[src/rtl/z80_bus_pkg.sv]
// Shared types and constants for the Z80 bus arbiter.
package z80_bus_pkg;

  // Width of the owner index; wide enough for up to 8 requesters.
  localparam int OWNER_W = 3;

  // Width of the hold and gap counters; both limits are at most 255.
  localparam int CNT_W = 8;

  typedef enum logic [2:0] {
    IDLE    = 3'd0,
    REQ     = 3'd1,
    GRANT   = 3'd2,
    TURN    = 3'd3,
    RELEASE = 3'd4
  } arb_state_t;

  // Counter increment that sticks at its limit instead of wrapping.
  function automatic logic [CNT_W-1:0] satInc(input logic [CNT_W-1:0] value,
                                              input logic [CNT_W-1:0] limit);
    return (value >= limit) ? value : value + CNT_W'(1);
  endfunction

endpackage

[src/rtl/z80_bus_arbiter_rr_pick.sv]
// Combinational round-robin winner search: first set request above ptr, wrapping.
module rr_pick
  import z80_bus_pkg::*;
#(
  parameter int NREQ = 4
) (
  input  logic [NREQ-1:0]    req,
  input  logic [OWNER_W-1:0] ptr,
  output logic [NREQ-1:0]    winOneHot,
  output logic [OWNER_W-1:0] winIdx,
  output logic               winValid
);

  // candIdx[k] is the requester examined at search position k (ptr+1+k mod NREQ).
  logic [OWNER_W-1:0] candIdx [NREQ];
  logic [NREQ-1:0]    candHit;

  generate
    for (genvar gi = 0; gi < NREQ; gi++) begin : g_cand
      assign candIdx[gi] = OWNER_W'((int'(ptr) + gi + 1) % NREQ);
    end
  endgenerate

  // Look up whether the requester at each search position is asking for the bus.
  always_comb begin
    candHit = '0;
    for (int k = 0; k < NREQ; k++) begin
      for (int j = 0; j < NREQ; j++) begin
        if (candIdx[k] == OWNER_W'(j)) begin
          candHit[k] = req[j];
        end
      end
    end
  end

  // Lowest search position wins, so scan from the far end and let nearer hits override.
  always_comb begin
    winIdx = '0;
    for (int k = NREQ - 1; k >= 0; k--) begin
      if (candHit[k]) begin
        winIdx = candIdx[k];
      end
    end
  end

  assign winValid = |candHit;

  // Expand the winning index into a one-hot grant vector.
  always_comb begin
    winOneHot = '0;
    for (int k = 0; k < NREQ; k++) begin
      winOneHot[k] = winValid && (winIdx == OWNER_W'(k));
    end
  end

endmodule

[src/rtl/z80_bus_arbiter.sv]
// Z80 bus arbiter: requests the bus from the CPU and hands it to one requester at a time,
// rotating round-robin with a bounded hold while others wait.
module z80_bus_arbiter
  import z80_bus_pkg::*;
#(
  parameter int NREQ     = 4,
  parameter int MAX_HOLD = 64,
  parameter int CPU_GAP  = 4
) (
  input  logic               CPUCLK,
  input  logic               RESET,
  input  logic               nBUSACK,
  input  logic [NREQ-1:0]    req,
  output logic               nBUSRQ,
  output logic [NREQ-1:0]    gnt,
  output logic [OWNER_W-1:0] owner,
  output logic               busy
);

  localparam logic [CNT_W-1:0] HOLD_LIM = CNT_W'(MAX_HOLD);
  localparam logic [CNT_W-1:0] GAP_LIM  = CNT_W'(CPU_GAP);

  arb_state_t         stateReg, stateNext;
  logic [OWNER_W-1:0] ptrReg, ptrNext;
  logic [CNT_W-1:0]   holdCntReg, holdCntNext;
  logic [CNT_W-1:0]   gapCntReg, gapCntNext;

  logic               nBusRqNext;
  logic [NREQ-1:0]    gntNext;
  logic [OWNER_W-1:0] ownerNext;
  logic               busyNext;

  logic [NREQ-1:0]    pickOneHot;
  logic [OWNER_W-1:0] pickIdx;
  logic               pickValid;

  logic anyReq;
  logic ownerReq;
  logic rivalReq;
  logic holdExpired;
  logic gapDone;
  logic newGrant;

  // The registered gnt vector doubles as the current owner's mask.
  assign anyReq      = |req;
  assign ownerReq    = |(req & gnt);
  assign rivalReq    = |(req & ~gnt);
  assign holdExpired = (holdCntReg == HOLD_LIM);
  assign gapDone     = (gapCntReg == GAP_LIM);
  assign newGrant    = (stateNext == GRANT) && (stateReg != GRANT);
  assign ptrNext     = newGrant ? pickIdx : ptrReg;

  rr_pick #(
    .NREQ(NREQ)
  ) uPick (
    .req      (req),
    .ptr      (ptrReg),
    .winOneHot(pickOneHot),
    .winIdx   (pickIdx),
    .winValid (pickValid)
  );

  // State and round-robin pointer; pointer starts at NREQ-1 so requester 0 goes first.
  always_ff @(posedge CPUCLK) begin
    if (RESET) begin
      stateReg <= IDLE;
      ptrReg   <= OWNER_W'(NREQ - 1);
    end else begin
      stateReg <= stateNext;
      ptrReg   <= ptrNext;
    end
  end

  // Next-state rules; a high nBUSACK while we own the bus is a protocol error and wins.
  always_comb begin
    stateNext = stateReg;
    case (stateReg)
      IDLE: begin
        if (anyReq && gapDone) stateNext = REQ;
      end
      REQ: begin
        // A Z80 bus request cannot be withdrawn, so wait for the acknowledge regardless.
        if (!nBUSACK) stateNext = pickValid ? GRANT : RELEASE;
      end
      GRANT: begin
        if (nBUSACK)                       stateNext = RELEASE;
        else if (!ownerReq)                stateNext = TURN;
        else if (holdExpired && rivalReq)  stateNext = TURN;
      end
      TURN: begin
        if (nBUSACK)        stateNext = RELEASE;
        else if (pickValid) stateNext = GRANT;
        else                stateNext = RELEASE;
      end
      RELEASE: begin
        if (nBUSACK) stateNext = IDLE;
      end
      default: stateNext = IDLE;
    endcase
  end

  // Output values for the state being entered, so every output comes straight from a flop.
  always_comb begin
    nBusRqNext = 1'b1;
    gntNext    = '0;
    ownerNext  = owner;
    busyNext   = (stateNext != IDLE);
    case (stateNext)
      REQ, TURN: begin
        nBusRqNext = 1'b0;
      end
      GRANT: begin
        nBusRqNext = 1'b0;
        if (newGrant) begin
          gntNext   = pickOneHot;
          ownerNext = pickIdx;
        end else begin
          gntNext = gnt;
        end
      end
      default: begin
        nBusRqNext = 1'b1;
      end
    endcase
  end

  // Hold counter runs 1..MAX_HOLD during a grant; gap counter measures CPU time after release.
  always_comb begin
    holdCntNext = '0;
    if (newGrant) begin
      holdCntNext = CNT_W'(1);
    end else if ((stateReg == GRANT) && (stateNext == GRANT)) begin
      holdCntNext = satInc(holdCntReg, HOLD_LIM);
    end

    gapCntNext = gapCntReg;
    if ((stateReg == RELEASE) && (stateNext == IDLE)) begin
      gapCntNext = '0;
    end else if (stateReg == IDLE) begin
      gapCntNext = satInc(gapCntReg, GAP_LIM);
    end
  end

  // Counter registers; the gap starts satisfied so the first request goes out at once.
  always_ff @(posedge CPUCLK) begin
    if (RESET) begin
      holdCntReg <= '0;
      gapCntReg  <= GAP_LIM;
    end else begin
      holdCntReg <= holdCntNext;
      gapCntReg  <= gapCntNext;
    end
  end

  // Registered outputs.
  always_ff @(posedge CPUCLK) begin
    if (RESET) begin
      nBUSRQ <= 1'b1;
      gnt    <= '0;
      owner  <= '0;
      busy   <= 1'b0;
    end else begin
      nBUSRQ <= nBusRqNext;
      gnt    <= gntNext;
      owner  <= ownerNext;
      busy   <= busyNext;
    end
  end

endmodule

[config.mk]
export PLATFORM = sky130hd
export DESIGN_NAME = z80_bus_arbiter
export DESIGN_NICKNAME = d
export VERILOG_FILES = /design/src/rtl/z80_bus_pkg.sv /design/src/rtl/z80_bus_arbiter_rr_pick.sv /design/src/rtl/z80_bus_arbiter.sv
export SDC_FILE = /design/constraint.sdc
export NUM_CORES = 1
export LEC_CHECK = 0
export CAP_MARGIN = 25
export CELL_PAD_IN_SITES_DETAIL_PLACEMENT = 0
export CELL_PAD_IN_SITES_GLOBAL_PLACEMENT = 1
export CORE_ASPECT_RATIO = 2
export CORE_UTILIZATION = 45
export CTS_BUF_LIST = sky130_fd_sc_hd__clkbuf_2
export CTS_CLUSTER_SIZE = 24
export DETAILED_ROUTE_END_ITERATION = 8
export DONT_BUFFER_PORTS = 1
export PLACE_DENSITY = 0.86
export SETUP_SLACK_MARGIN = 0.15
export SLEW_MARGIN = 0
export SYNTH_ARGS = -nofsm -noshare
export SYNTH_HDL_FRONTEND = slang
export SYNTH_SLANG_ARGS = --single-unit
[constraint.sdc]
create_clock -name CPUCLK -period 3.3 [get_ports CPUCLK]
set_input_delay 0.66 -clock CPUCLK [delete_from_list [all_inputs] [get_ports CPUCLK]]
set_output_delay 0.66 -clock CPUCLK [all_outputs]
set_load 0.05 [all_outputs]
-- Word-level counts from Yosys, hierarchy flattened
Cells that the tools add are included.
- register bits after elaboration: 31
- output and inout port bits: 9
- logic and storage cells: 126
- add/sub/neg operators: 8
- $lt $le $gt $ge: 2
- equal/unequal tests: 27
- multiplexer cells: 36
- bitwise gates (word level): 10
- reduce and logical (&&, ||, !) cells: 33
- operators by type and width (cell ; count):
    $add 32x2->32 const B ; 3
    $mux 3 ; 15
    $eq 3x2->1 const B ; 14
    $eq 3x1->1 const B ; 7
    $logic_not 3->1 ; 7
    $mux 1 ; 20
    $add 8x1->8 const B ; 2
    $reduce_or 4->1 ; 4
    $pmux 3 s5 ; 1
    $reduce_or 2->1 ; 6
    $logic_and 1x1->1 ; 9
    $add 3x2->4 const B ; 2
    $and 4x4->4 ; 2
    $eq 8x3->1 const B ; 1
    $eq 8x7->1 const B ; 1
    $ge 8x3->1 const B ; 1
    $ge 8x7->1 const B ; 1
    $reduce_and 2->1 ; 3
    $reduce_or 3->1 ; 2
    $add 3x1->4 const B ; 1
    $not 4->4 ; 1
    $and 1x1->1 ; 3
    $eq 3x3->1 const B ; 1
    $ne 3x2->1 const B ; 1
    other kinds (6) ; 8

-- Depth between registers and ports, before layout
- depth after elaboration: 17
- depth in mapped cells: 11
- gate-level depth less buffers: 9

-- Hierarchy
From an unflattened synthesis, not the netlist that was laid out.
- cells, all modules: 203
- area, all modules: 1799.2 sq um
- by module, submodules not included (module ; times used ; cells an instance ; area each (sq um) ; seq. area each (sq um)):
    z80_bus_arbiter ; 1 ; 147 ; 1335.0 ; 600.6
    rr_pick ; 1 ; 56 ; 464.2 ; 0.0

-- Worst setup path after synthesis
OpenSTA, ideal clock, no wires.
- kind: register to register
- from: register gnt[2]
- to: register holdCntReg[1]
- data arrival time: 2439 ps
- data required time: 3234 ps
- slack: 795 ps
- stages on the path, launching flop included: 9
- period minus slack after synthesis: 2505 ps
- cell sequence: dfxtp_1 nand2b_1 o2111ai_1 a32o_1 or4_1 a211o_1 or3_1 buf_6 a21oi_2
- word-level cells in the longest chain between the ends: 12
- RTL lines (item ; RTL line ; RTL):
    start: declaration ; z80_bus_arbiter.sv:15 ; output logic [NREQ-1:0] gnt,
    start signal: assignment ; z80_bus_arbiter.sv:164 ; gnt <= gntNext;
    $not 4->4 ; z80_bus_arbiter.sv:47 ; assign rivalReq = |(req & ~gnt);
    $and 4x4->4 ; z80_bus_arbiter.sv:47 ;
    $reduce_or 4->1 ; z80_bus_arbiter.sv:47 ;
    $logic_and 1x1->1 ; z80_bus_arbiter.sv:88 ; else if (holdExpired && rivalReq) stateNext = TURN;
    $mux 3 ; z80_bus_arbiter.sv:88 ;
    $mux 3 (*) ; z80_bus_arbiter.sv:87 ; else if (!ownerReq) stateNext = TURN;
    $mux 3 (*) ; z80_bus_arbiter.sv:86 ; if (nBUSACK) stateNext = RELEASE;
    $pmux 3 s5 (*) ; z80_bus_arbiter.sv:77 ; case (stateReg)
    $eq 3x2->1 (*) ; z80_bus_arbiter.sv:50, z80_bus_arbiter.sv:132 ;
    $logic_and 1x1->1 ; z80_bus_arbiter.sv:132 ; end else if ((stateReg == GRANT) && (stateNext == GRANT)) begin
    $not 1->1 (no line) ; - ;
    $reduce_or 3->1 (no line) (*) ; - ;
    end signal: assignment ; z80_bus_arbiter.sv:150 ; holdCntReg <= holdCntNext;
    end: declaration ; z80_bus_arbiter.sv:25 ; logic [CNT_W-1:0] holdCntReg, holdCntNext;
Mark *: on every way between the ends. The rest lies on a longest branch, timed or not.
A chain may end at the register's enable or synchronous reset.

-- Worst setup path after layout
- from: register ptrReg[0]
- to: register holdCntReg[4]
- word-level cells in the longest chain between the ends: 17
- RTL lines (item ; RTL line ; RTL):
    start: declaration ; z80_bus_arbiter.sv:24 ; logic [OWNER_W-1:0] ptrReg, ptrNext;
    start signal: assignment ; z80_bus_arbiter.sv:67 ; ptrReg <= OWNER_W'(NREQ - 1);
    start signal: assignment ; z80_bus_arbiter.sv:70 ; ptrReg <= ptrNext;
    $add 3x1->4 or $add 3x2->4 (tied branches) ; z80_bus_arbiter_rr_pick.sv:20 ; assign candIdx[gi] = OWNER_W'((int'(ptr) + gi + 1) % NREQ);
    $add 32x2->32 ; z80_bus_arbiter_rr_pick.sv:20 ;
    $reduce_or 2->1 (no line) ; - ;
    $and 1x1->1 (no line) ; - ;
    $logic_not 3->1 ; z80_bus_arbiter_rr_pick.sv:29 ; if (candIdx[k] == OWNER_W'(j)) begin
    $mux 1 (4 in series) ; z80_bus_arbiter_rr_pick.sv:29 ;
    $reduce_or 4->1 (*) ; z80_bus_arbiter_rr_pick.sv:46 ; assign winValid = |candHit;
    $mux 3 (*) ; z80_bus_arbiter.sv:83, z80_bus_arbiter.sv:92 ;
    $mux 3, on equally long branches ; z80_bus_arbiter.sv:91, z80_bus_arbiter.sv:83 ;
    $pmux 3 s5 (*) ; z80_bus_arbiter.sv:77 ;
    $eq 3x2->1 (*) ; z80_bus_arbiter.sv:50, z80_bus_arbiter.sv:132 ;
    $logic_and 1x1->1 ; z80_bus_arbiter.sv:132 ;
    $not 1->1 (no line) ; - ;
    $reduce_or 3->1 (no line) (*) ; - ;
Marked as above.

==> summary.txt <==
Synth
  – Main combinational cell family by area after synthesis: simple AND/OR/NAND/NOR gates
  – Asr flop ratio synth: 0
  – Most common flop cell mapped by yosys: dfxtp_1
  – Cell Area, Synth: 1620 um2
  – Top cell type's share of synthesized area: 0.358
  – Sequential area share after synthesis: 0.358
  – XOR/XNOR share of the synthesized area: 0.0324
  – Simple-Gate Fraction of Synth Area: 0.240
  – Synthesized area per cell: 8.71 um2
  – Synth top area cells: dfxtp_1 (36%), ha_1 (8.5%), nor2_1 (4.4%), a21oi_1 (3.4%), a22oi_1 (2.8%)
  – Count leader, synth: dfxtp_1
  – Post-synth top area cell: dfxtp_1
  – Synth top cells by count: dfxtp_1 (29), nor2_1 (19), a21oi_1 (11), ha_1 (11), nand2_1 (10)
  – Compound-Gate Fraction of Synth Area: 0.226
  – Number of synthesized flops with an enable pin: 0
  – Yosys Warn Count: 0
  – Post-synthesis mux area share: 0.0124
  – Mapped Cells: 186
  – Syn nets: 204
  – Synth Area in Adders: 0.0849
  – Synth Register Bits: 29
  – Synth unique cells: 52

Setup path
  – Slowest stage delay, CP: 0.50 ns
  – Worst Setup End Kind: flip-flop
  – Worst R2R Setup Slack: 0.53 ns
  – Crit-path max FO: 9
  – WP data required: 3.59 ns
  – Critical path startpoint category: flip-flop
  – CP Data Arrival Time: 3.06 ns
  – CP Class: reg -> reg
  – Critical path, cell by cell: inv_1, ha_1, nand3b_1, a211oi_2, o41ai_2, a211o_1, or3_1, nor2_2
  – CP max stage cell: or3_1

Pwr
  – P_sw: 0.261 mW
  – P_leak: 0.685 nW
  – Sequential share of power: 0.544
  – Share of total power in the clock network: 0.215
  – Switch share: 0.348
  – Comb pwr share: 0.241
  – Peak VDD IR: 0.000336 V
  – Int Power: 0.489 mW
  – Power Density: 436 nW/um2
  – Total Power: 0.750 mW

Routing
  – Vias: 1386
  – DRC viols: 0
  – Routed WL: around 3600 um
  – Starting DRT DRC Count: 28
  – Total iterations of the first detailed-routing run: 4
  – ANT nets after route: 0
  – Vias per cell: 5.78
  – WL/cell: 15.0 um

Floorplan
  – Starting density of the core: 0.474
  – Die width: 44.4 um
  – Die height: 86.9 um
  – Core Rows: 30
  – Core Region: 3420 um2
  – I/O Pins: 16
  – Die ar.: 3860 um2

STA
  – Rel. slew slack: 0.627
  – Hold_ws: around 0.35 ns
  – Fin crit share: 0.840
  – RSZ-0062 raised after global routing: false
  – Hold Fails Final Rpt: 0
  – Max-slew violation count: 0
  – Tmin final: 2.77 ns
  – Final Setup Violations: 0
  – Post-Route Setup TNS: 0 ns
  – Max Freq: 361 MHz
  – Worst-Margin Slew: 0.559 ns
  – Post-route setup slack: ~0.53 ns
  – Clock Skew: ~0.014 ns

Job
  – Max-cap violation count: 0

Clocking
  – Clock Path Buffers: 2
  – Clk sinks: 29
  – # hold bufs at CTS: 0
  – Htree depth: 2
  – Clock-pin slew on the worst setup and hold paths: 0.14 ns
  – Setup Buffers After CTS: 0
  – Clock latency on the worst-skew pair: about 0.35 ns
  – CTS Buf Count: 5
  – Root Buffer: clkbuf_2
  – CTS tree: built
  – Post-CTS sizing: 0

Global route
  – Vias in the first global route: 1443
  – Total GRT Usage: 0.214
  – Total grt overflow: 0
  – First-pass GRT wire length: about 6100 um
  – Initial antenna violation count: 0
  – Largest net degree at the start of global routing: 11

Placement
  – HPWL Detailed: 2890 um
  – RD Place Congestion: 0.899
  – IO Port Bufs: 0
  – Post-Place Setup Slack: roughly 0.57 ns

Finish
  – Nets: 210
  – Fill cells: between 300 and 400
  – Fraction of layout instances using a drive strength above 1: 0.125
  – Ant diodes: 0
  – Synth-to-layout area growth: 6.33%

Hold path
  – Min-Delay Path Class: in -> reg

Status
  – Status: finished, final reports clean
registers in the layout, indices dropped and copies added, names as in the netlist:
register / cells
ptrReg: 2
gnt: 4
holdCntReg: 8
gapCntReg: 8
nBUSRQ: 1
owner: 2
stateReg: 3
busy: 1
kinds of logic after synthesis:
family	Yosys count
adders and majority gates	11
and+or+nand+nor	71
DFF	29
buffers and inverters	15
xor gates and xnor gates	6
muxes	2
AOI/OAI and AO/OA	51
other	1
stage by stage:
| stage | std cells | area, um2 | utilization |
|---|---|---|---|
| 3_3_place_gp | 233 | 1690 | 0.495 |
| 4_1_cts | 240 | 1720 | 0.504 |
| 2_1_floorplan | 186 | 1620 | - |
| 6_report | 240 | 1720 | 0.504 |
| 3_5_place_dp | 233 | 1690 | 0.495 |
| 5_1_grt | 240 | 1720 | 0.504 |
routing by layer:
layer	up-vias	GRT usage	wire length, um
met5	-	0	0
met3	20	0.0394	129
met1	651	0.188	1230
met4	0	0.129	184
li1	680	-	-
met2	35	0.412	2060
worst max-delay path: cells and delay by family, from the launching register on:
family | cells | cell delay [ns]
AND/OR/NAND/NOR | 3 | 0.88
buffers and inverters | 1 | 0.13
flip-flops | 1 | 0.45
AO/OA/AOI/OAI | 3 | 0.94
adder cells (fa/ha/maj) | 1 | 0.31
area by class of cell:
cell class | instances | area, um2 | area share
multi-input combinational | 142 | 977 | 0.567
inverter | 9 | 33.8 | 0.0196
clock inverter | 1 | 3.75 | 0.00218
tap | 48 | 60.1 | 0.0349
clock buffer | 6 | 30.0 | 0.0174
timing repair buffer | 5 | 37.5 | 0.0218
sequential | 29 | 581 | 0.337
layout by cell type (no fill, tap or decap), types with 6 or more instances in the layout:
master and instances:
a22oi_1 6, clkbuf_2 6, a21oi_1 11, ha_1 11
nor2_1 19, inv_1 9, o21ai_0 6, nor2_2 6
nand2_1 10, dfxtp_1 29
path summary, 6_finish.rpt:
kind | start | endpoint | depth (start not counted)
max reg2reg | ptrReg[0] | holdCntReg[4] | 8
max | ptrReg[0] | holdCntReg[4] | 8
min reg2reg | gapCntReg[6] | gapCntReg[6] | 1
min | RESET | owner[1] | 1
power groups by stage:
stage | Combinational, mW | Clock, mW | Sequential, mW
5_1_grt | 0.201 | 0.183 | 0.411
3_5_place_dp | 0.180 | 0 | 0.416
6_report | 0.181 | 0.161 | 0.408
3_3_place_gp | 0.175 | 0 | 0.415
4_1_cts | 0.181 | 0.169 | 0.408
2_1_floorplan | 0.144 | 0 | 0.411
Note: power is estimated with default switching activity, not from simulation.
